File: config.mk
export PLATFORM = sky130hd
export DESIGN_NAME = seg_digit_scan
export DESIGN_NICKNAME = d
export VERILOG_FILES = /design/src/rtl/seg_digit_scan.sv
export SDC_FILE = /design/constraint.sdc
export NUM_CORES = 1
export LEC_CHECK = 0
export BUFFER_PORTS_ARGS = -buffer_cell sky130_fd_sc_hd__buf_4
export CAP_MARGIN = 20
export CORE_MARGIN = 4
export CORE_UTILIZATION = 48
export CTS_CLUSTER_DIAMETER = 200
export DETAILED_ROUTE_END_ITERATION = 16
export PLACE_DENSITY = 0.67
export SYNTH_ARGS = -nofsm -noshare
export SYNTH_HDL_FRONTEND = slang
export SYNTH_SLANG_ARGS = --single-unit
File: constraint.sdc
create_clock -name clk -period 7.75 [get_ports clk]
set_input_delay 1.55 -clock clk [delete_from_list [all_inputs] [get_ports clk]]
set_output_delay 1.55 -clock clk [all_outputs]
set_load 0.03 [all_outputs]
File: src/rtl/seg_digit_scan.sv
// Four-digit multiplexed 7-segment scanner: blank gap between digits, optional
// leading-zero suppression and frame-aligned display word updates.
module seg_digit_scan #(
  parameter int unsigned REFRESH_DIV = 100000,
  parameter int unsigned BLANK_GAP   = 16
) (
  input  logic        clk,
  input  logic        rst_n,
  input  logic [15:0] value_i,
  input  logic        load,
  input  logic        blank_lz,
  output logic [3:0]  anode,
  output logic [3:0]  digit,
  output logic        frame_start
);

  localparam int unsigned TW = (REFRESH_DIV > 1) ? $clog2(REFRESH_DIV) : 1;
  localparam logic [TW-1:0] TLAST = TW'(REFRESH_DIV - 1);
  localparam logic [TW-1:0] GAPT  = TW'(BLANK_GAP);

  typedef enum logic {PH_GAP, PH_ON} phase_t;

  logic [TW-1:0] timer_q, timer_d;
  logic [1:0]    idx_q, idx_d;
  logic [15:0]   shadow_q, shadow_d;
  logic [15:0]   pend_val_q, pend_val_d;
  logic          pend_q, pend_d;
  logic [3:0]    anode_q, anode_d;
  logic [3:0]    digit_q, digit_d;
  logic          fs_q, fs_d;
  logic          slot_end, boundary, lead_zero;
  logic [3:0]    nib;
  phase_t        phase_d;

  always_ff @(posedge clk or negedge rst_n) begin
    if (!rst_n) begin
      timer_q    <= '0;
      idx_q      <= '0;
      shadow_q   <= '0;
      pend_val_q <= '0;
      pend_q     <= 1'b0;
      anode_q    <= '1;
      digit_q    <= '1;
      fs_q       <= 1'b0;
    end else begin
      timer_q    <= timer_d;
      idx_q      <= idx_d;
      shadow_q   <= shadow_d;
      pend_val_q <= pend_val_d;
      pend_q     <= pend_d;
      anode_q    <= anode_d;
      digit_q    <= digit_d;
      fs_q       <= fs_d;
    end
  end

  always_comb begin
    slot_end   = (timer_q == TLAST);
    boundary   = slot_end && (idx_q == 2'd3);
    timer_d    = slot_end ? '0 : timer_q + TW'(1);
    idx_d      = slot_end ? idx_q + 2'd1 : idx_q;
    shadow_d   = shadow_q;
    pend_val_d = pend_val_q;
    pend_d     = pend_q;
    if (boundary) begin
      // A load coinciding with the boundary supersedes any pending word.
      if (load) begin
        shadow_d = value_i;
        pend_d   = 1'b0;
      end else if (pend_q) begin
        shadow_d = pend_val_q;
        pend_d   = 1'b0;
      end
    end else if (load) begin
      pend_val_d = value_i;
      pend_d     = 1'b1;
    end
  end

  // Outputs are decoded from next-state so the registered anode/digit line up
  // with the timer/idx value they describe.
  always_comb begin
    phase_d = (timer_d < GAPT) ? PH_GAP : PH_ON;
    unique case (idx_d)
      2'd3:    lead_zero = (shadow_d[15:12] == 4'h0);
      2'd2:    lead_zero = (shadow_d[15:8]  == 8'h00);
      2'd1:    lead_zero = (shadow_d[15:4]  == 12'h000);
      default: lead_zero = 1'b0;
    endcase
    nib     = shadow_d[{idx_d, 2'b00} +: 4];
    anode_d = '1;
    digit_d = '1;
    if (phase_d == PH_ON) begin
      anode_d = ~(4'b0001 << idx_d);
      digit_d = (blank_lz && lead_zero) ? 4'hF : nib;
    end
    fs_d = boundary;
  end

  assign anode       = anode_q;
  assign digit       = digit_q;
  assign frame_start = fs_q;

endmodule
## After elaboration in Yosys (flattened, before gate mapping)

Cells that the tools add are included.

- Memory bits (writable): 0
- Bits of input ports: 20
- Register bits: 61
- Latch bits: 0
- Output and inout bits: 9
- Memories: 0
- Logic and storage cells: 38
- Bits in read-only memories: 0

- Reduce and logical (&&, ||, !) cells: 7
- Magnitude comparators: 1
- Muxes and demuxes: 11
- Multiply operators: 0
- Bitwise operators: 2
- Div/mod/pow operators: 0
- Add/subtract/negate cells: 2
- Shift-type cells: 2
- Equality and inequality tests: 5

Operators with widths:

| cell | count |
|---|---|
| $mux 16 | 3 |
| $add 17x1->17 const B | 1 |
| $eq 17x17->1 const B | 1 |
| $lt 17x5->1 const B | 1 |
| $mux 17 | 1 |
| $shiftx 16x5->4 | 1 |
| $logic_not 12->1 | 1 |
| $mux 4 | 3 |
| $logic_not 8->1 | 1 |
| $eq 2x2->1 const B | 3 |
| $logic_not 4->1 | 1 |
| $not 4->4 | 1 |
| $shl 1x2->4 const A | 1 |
| $pmux 1 s3 | 1 |
| $add 2x1->2 const B | 1 |
| $eq 2x1->1 const B | 1 |
| $logic_and 1x1->1 | 2 |
| $mux 1 | 2 |
| $mux 2 | 1 |
| $reduce_and 2->1 | 1 |
| $reduce_bool 2->1 | 1 |
| $not 1->1 | 1 |

## Longest topological paths before layout

- Depth after elaboration: 8
- Gate-level depth with buffers: 12
- Mapped depth without buffers: 10

## Worst setup path after synthesis

Ideal clock, no wire load.

- Path type: input -> register
- From: input load
- To: register digit_q[1] (netlist: digit[1])
- Required time: 7666 ps
- Arrival: 2851 ps
- Setup time: 84 ps
- Cell stages on the path: 8
- Buffers on the path: 2
- Setup slack: 4814 ps
- Cells stage by stage: clkbuf_1 > clkbuf_1 > nand2_1 > o22ai_1 > a21oi_1 > nor4_1 > o211ai_2 > o2111ai_1

- Word-level cells in the longest chain between the ends: 7
- Elaborated cells between the ends (all ways): 10
- Classes of those cells: shift (1); mux (5); reduce/logical (4)

Ends and longest elaborated chain:

| element | line | RTL |
|---|---|---|
| start, declared | 10 | `input logic load,` |
| $mux 16 * | 67 | `if (load) begin` |
| $mux 16 * | 65 | `if (boundary) begin` |
| net shadow_d[12] | 25 | `logic [15:0] shadow_q, shadow_d;` |
| $logic_not 12->1 (tied with other cells) | 87 | `2'd1: lead_zero = (shadow_d[15:4] == 12'h000);` |
| $pmux 1 s3 * | 84 | `unique case (idx_d)` |
| $logic_and 1x1->1 * | 95 | `digit_d = (blank_lz && lead_zero) ? 4'hF : nib;` |
| $mux 4 * | 95 |  |
| $mux 4 * | 93 | `if (phase_d == PH_ON) begin` |
| net digit_d[1] | 29 | `logic [3:0] digit_q, digit_d;` |
| end signal, assigned | 52 | `digit_q <= digit_d;` |
| end, declared | 29 |  |

The timed path passes the listed nets; every way through them passes the cells marked *.
A chain may end at the register's enable or synchronous reset.

## Worst setup path in the final report

- From: register timer_q[8]
- To: register digit_q[1] (netlist: digit[1])

- Elaborated cells between the ends (all ways): 18
- Classes of those cells: add/sub (1); order compare (1); eq/ne (4); shift (1); mux (6); reduce/logical (5)

RTL lines:

| element | line | RTL |
|---|---|---|
| start, declared | 23 | `logic [TW-1:0] timer_q, timer_d;` |
| start signal, assigned | 46 | `timer_q <= timer_d;` |
| $eq 17x17->1 * | 58 | `slot_end = (timer_q == TLAST);` |
| $mux 2 * | 61 | `idx_d = slot_end ? idx_q + 2'd1 : idx_q;` |
| net idx_d[0] | 24 | `logic [1:0] idx_q, idx_d;` |
| parallel branches: the longest is 3 deep, another holds $shiftx 16x5->4 | n/a |  |
| $mux 4 * | 95 |  |
| $mux 4 * | 93 |  |
| net digit_d[1] | 29 |  |

Mark *: on every way through the listed nets, which the timed path passes.

==> flow_metrics.env <==
export IMPL_rows=28
export IMPL_ir_drop_mv=0.114
export IMPL_setup_viol=0
export IMPL_drv_cap=0
export IMPL_fp_coreArea_um2=6060
export IMPL_status="finished, final reports clean"
export IMPL_synth_top_cells_by_count="dfrtp_1 (53), nand3_1 (20), nand2_1 (18)"
export IMPL_netlist_area_leader_share_pct=43.1
export IMPL_cts_sinks=61
export IMPL_holdBufCountCts=0
export IMPL_p_per_area_nw_per_um2=186
export IMPL_synthFlopType="dfrtp_1"
export IMPL_grt_pass1_wl_mm=11.6
export IMPL_finalNetCount=331
export IMPL_yosys_warnings=0
export IMPL_required_ns=7.99
export IMPL_pin_count=29
export IMPL_endpoint_kind="flop"
export IMPL_finalWirelength_mm=6.66
export IMPL_cts_resized=0
export IMPL_regArea_um2=1540
export IMPL_port_buffers=28
export IMPL_clk_pin_slew_worst_paths_ns=0.07
export IMPL_synth_area_leader_cell="dfrtp_1"
export IMPL_initial_core_util_pct=50.8
export IMPL_synth_avg_cell_area_um2=10.5
export IMPL_grt_pass1_vias=2312
export IMPL_die_w_um=88.1
export IMPL_root_buffer="clkbuf_8"
export IMPL_cpMaxStageDelayCell="and2_1"
export IMPL_finalCritPeriodShare_pct=45.1
export IMPL_worst_pin_slew_ns=0.973
export IMPL_ys_seq_area_share_pct=49.9
export IMPL_ys_types=54
export IMPL_slowest_delay_ns=0.57
export IMPL_cp_cell_sequence="or3b_1 -> nor4_4 -> and2_1 -> xnor2_1 -> clkinv_1 -> o21a_1 -> o211ai_2 -> o2111ai_1"
export IMPL_async_flop_share_pct=100
export IMPL_dr_first_iter_drc_count=169
export IMPL_dp_hpwl_mm=4.46
export IMPL_synth_edf_count=0
export IMPL_worstHoldPathType="flop to flop"
export IMPL_die_area_um2=7750
export IMPL_finClkSkew_ns=0.0120
export IMPL_die_h_um=88.1
export IMPL_place_congestion=0.802
export IMPL_first_pass_iters=4
export IMPL_cts_path_max_buffers=2
export IMPL_cts_tree="yes"
export IMPL_fin_tns_setup_ns=0
export IMPL_insertion_delay_ns=0.34
export IMPL_drc_errors=0
export IMPL_ys_ff_latch=61
export IMPL_crit_type="flop to flop"
export IMPL_start_kind="flop"
export IMPL_numCtsBuffers=9
export IMPL_multi_input_area_um2=1410
export IMPL_track_usage_pct=19.6
export IMPL_finalMaxSlewViolations=0
export IMPL_hold_viol=0
export IMPL_post_drt_wl_per_cell_um=17.1
export IMPL_max_freq_ghz=0.286
export IMPL_post_cts_buffers=0
export IMPL_critPathArrivalTime_ns=3.74
export IMPL_gr_total_overflow=0
export IMPL_grt_max_degree=62
export IMPL_rsz0062_at_grt="no"
export IMPL_antenna_cells=0
export IMPL_n_fill_cell=522
export IMPL_ant_nets=0
export IMPL_fin_ws_ns=4.25
export IMPL_preCtsSetupSlack_ns=4.07
export IMPL_synth_most_common_cell="dfrtp_1"
export IMPL_fin_crit_ns=3.50
export IMPL_cp_max_fo=14
export IMPL_dr_total_vias=2292
export IMPL_antenna_found_initial=0
export IMPL_relSlewSlack_pct=34.6
export IMPL_cts_htree_levels=3
export IMPL_synthesis_instances=294
export IMPL_p_leak_nw=1.57
export IMPL_viasPerCell=5.89
export IMPL_totalPowerFinal_mw=0.641
export IMPL_syn_num_nets=316
export IMPL_netlist_area_um2=3080
export IMPL_synth_area_top_cells="dfrtp_1 (43%), dfstp_2 (6.8%), mux2_2 (6.2%)"
export IMPL_drive_gt1_share_pct=23.6
export IMPL_syn2layout_area_growth_pct=12.3
-- worst paths after layout --
kind,start,cells after the start,slack [ns],endpoint
setup / recovery,timer_q[8],8,4.25,digit[1]
hold / removal,timer_q[0],1,0.45,timer_q[0]
setup reg to reg,timer_q[8],8,4.25,digit[1]
hold reg to reg,timer_q[0],1,0.45,timer_q[0]
max in group asynchronous,rst_n,1,5.97,pend_val_q[6]
min in group asynchronous,rst_n,1,1.27,timer_q[7]
-- critical path: cells and delay by family (launching register included) --
kind	cells	cell delay, ns
AO/OA/AOI/OAI	3	0.68
flip-flops	1	0.43
AND/OR/NAND/NOR	3	1.28
XOR/XNOR	1	0.50
buffers and inverters	1	0.50
-- state kept, by name, indices dropped and copies added, names as in the netlist --
name	flops
anode	4
idx_q	2
pend_val_q	16
shadow_q	16
digit	4
timer_q	17
frame_start	1
pend_q	1
-- kinds of logic (layout without fill, tap and decap cells) --
| family | after synthesis | count (layout) | synth area share (%) |
|---|---|---|---|
| adder cells (fa/ha/maj) | 2 | 2 | 0.813 |
| AO/OA/AOI/OAI | 53 | 53 | 11.8 |
| AND/OR/NAND/NOR | 112 | 112 | 20.8 |
| multiplexers | 20 | 20 | 7.20 |
| buffers and inverters | 28 | 48 | 4.31 |
| XOR/XNOR | 18 | 18 | 5.12 |
| flip-flops | 61 | 61 | 49.9 |
-- per-layer routing --
layer | track usage, % | wire, um | part of all wire, % | up-vias
li1 | - | - | - | 1105
met1 | 28.2 | 3180 | 48 | 1107
met2 | 29.1 | 2990 | 45 | 71
met3 | 3.48 | 352 | 5.3 | 9
met4 | 8.65 | 134 | 2.0 | 0
met5 | 0 | 0 | 0 | -
-- power breakdown --
group          leakage, nW  switching [mW]  total (mW)  internal [mW]
clock network        0.103           0.122       0.277          0.155
registers            0.748         0.00483       0.333          0.328
logic                0.716          0.0161      0.0316         0.0155
-- cell type report --
| type | count | area share (%) |
|---|---|---|
| Sequential cell | 61 | 44.5 |
| Multi-Input combinational cell | 205 | 40.7 |
| Timing Repair Buffer | 28 | 6.08 |
| Clock buffer | 11 | 4.09 |
| Tap cell | 75 | 2.72 |
| Clock inverter | 5 | 1.45 |
| Inverter | 4 | 0.435 |
-- layout by cell type (no fill, tap or decap), types with 3 or more instances in the layout --
cell type / instances
or3_1: 3
nand3_1: 20
inv_1: 3
buf_4: 28
a31oi_1: 3
and2_1: 4
dfstp_2: 8
a21oi_1: 14
mux2_2: 17
nor2_1: 17
a32oi_1: 12
nand4_1: 10
mux2i_1: 3
xor2_1: 8
clkbuf_8: 10
o211ai_1: 3
xnor2_1: 10
o2111ai_1: 3
dfrtp_1: 53
nand2_1: 18
clkinv_2: 4
nor2b_1: 4
o21ai_0: 8
and3_1: 15
-- stage by stage --
stage,instances,hold WS (ns),area (um^2),util (%)
6_report,389,0.455,3450,57.0
5_1_grt,389,0.472,3450,57.0
4_1_cts,389,0.459,3450,57.0
3_5_place_dp,373,0.450,3260,53.8
3_3_place_gp,373,0.443,3260,53.8
2_1_floorplan,294,0.424,3080,-
Note: power is estimated with default switching activity, not from simulation.
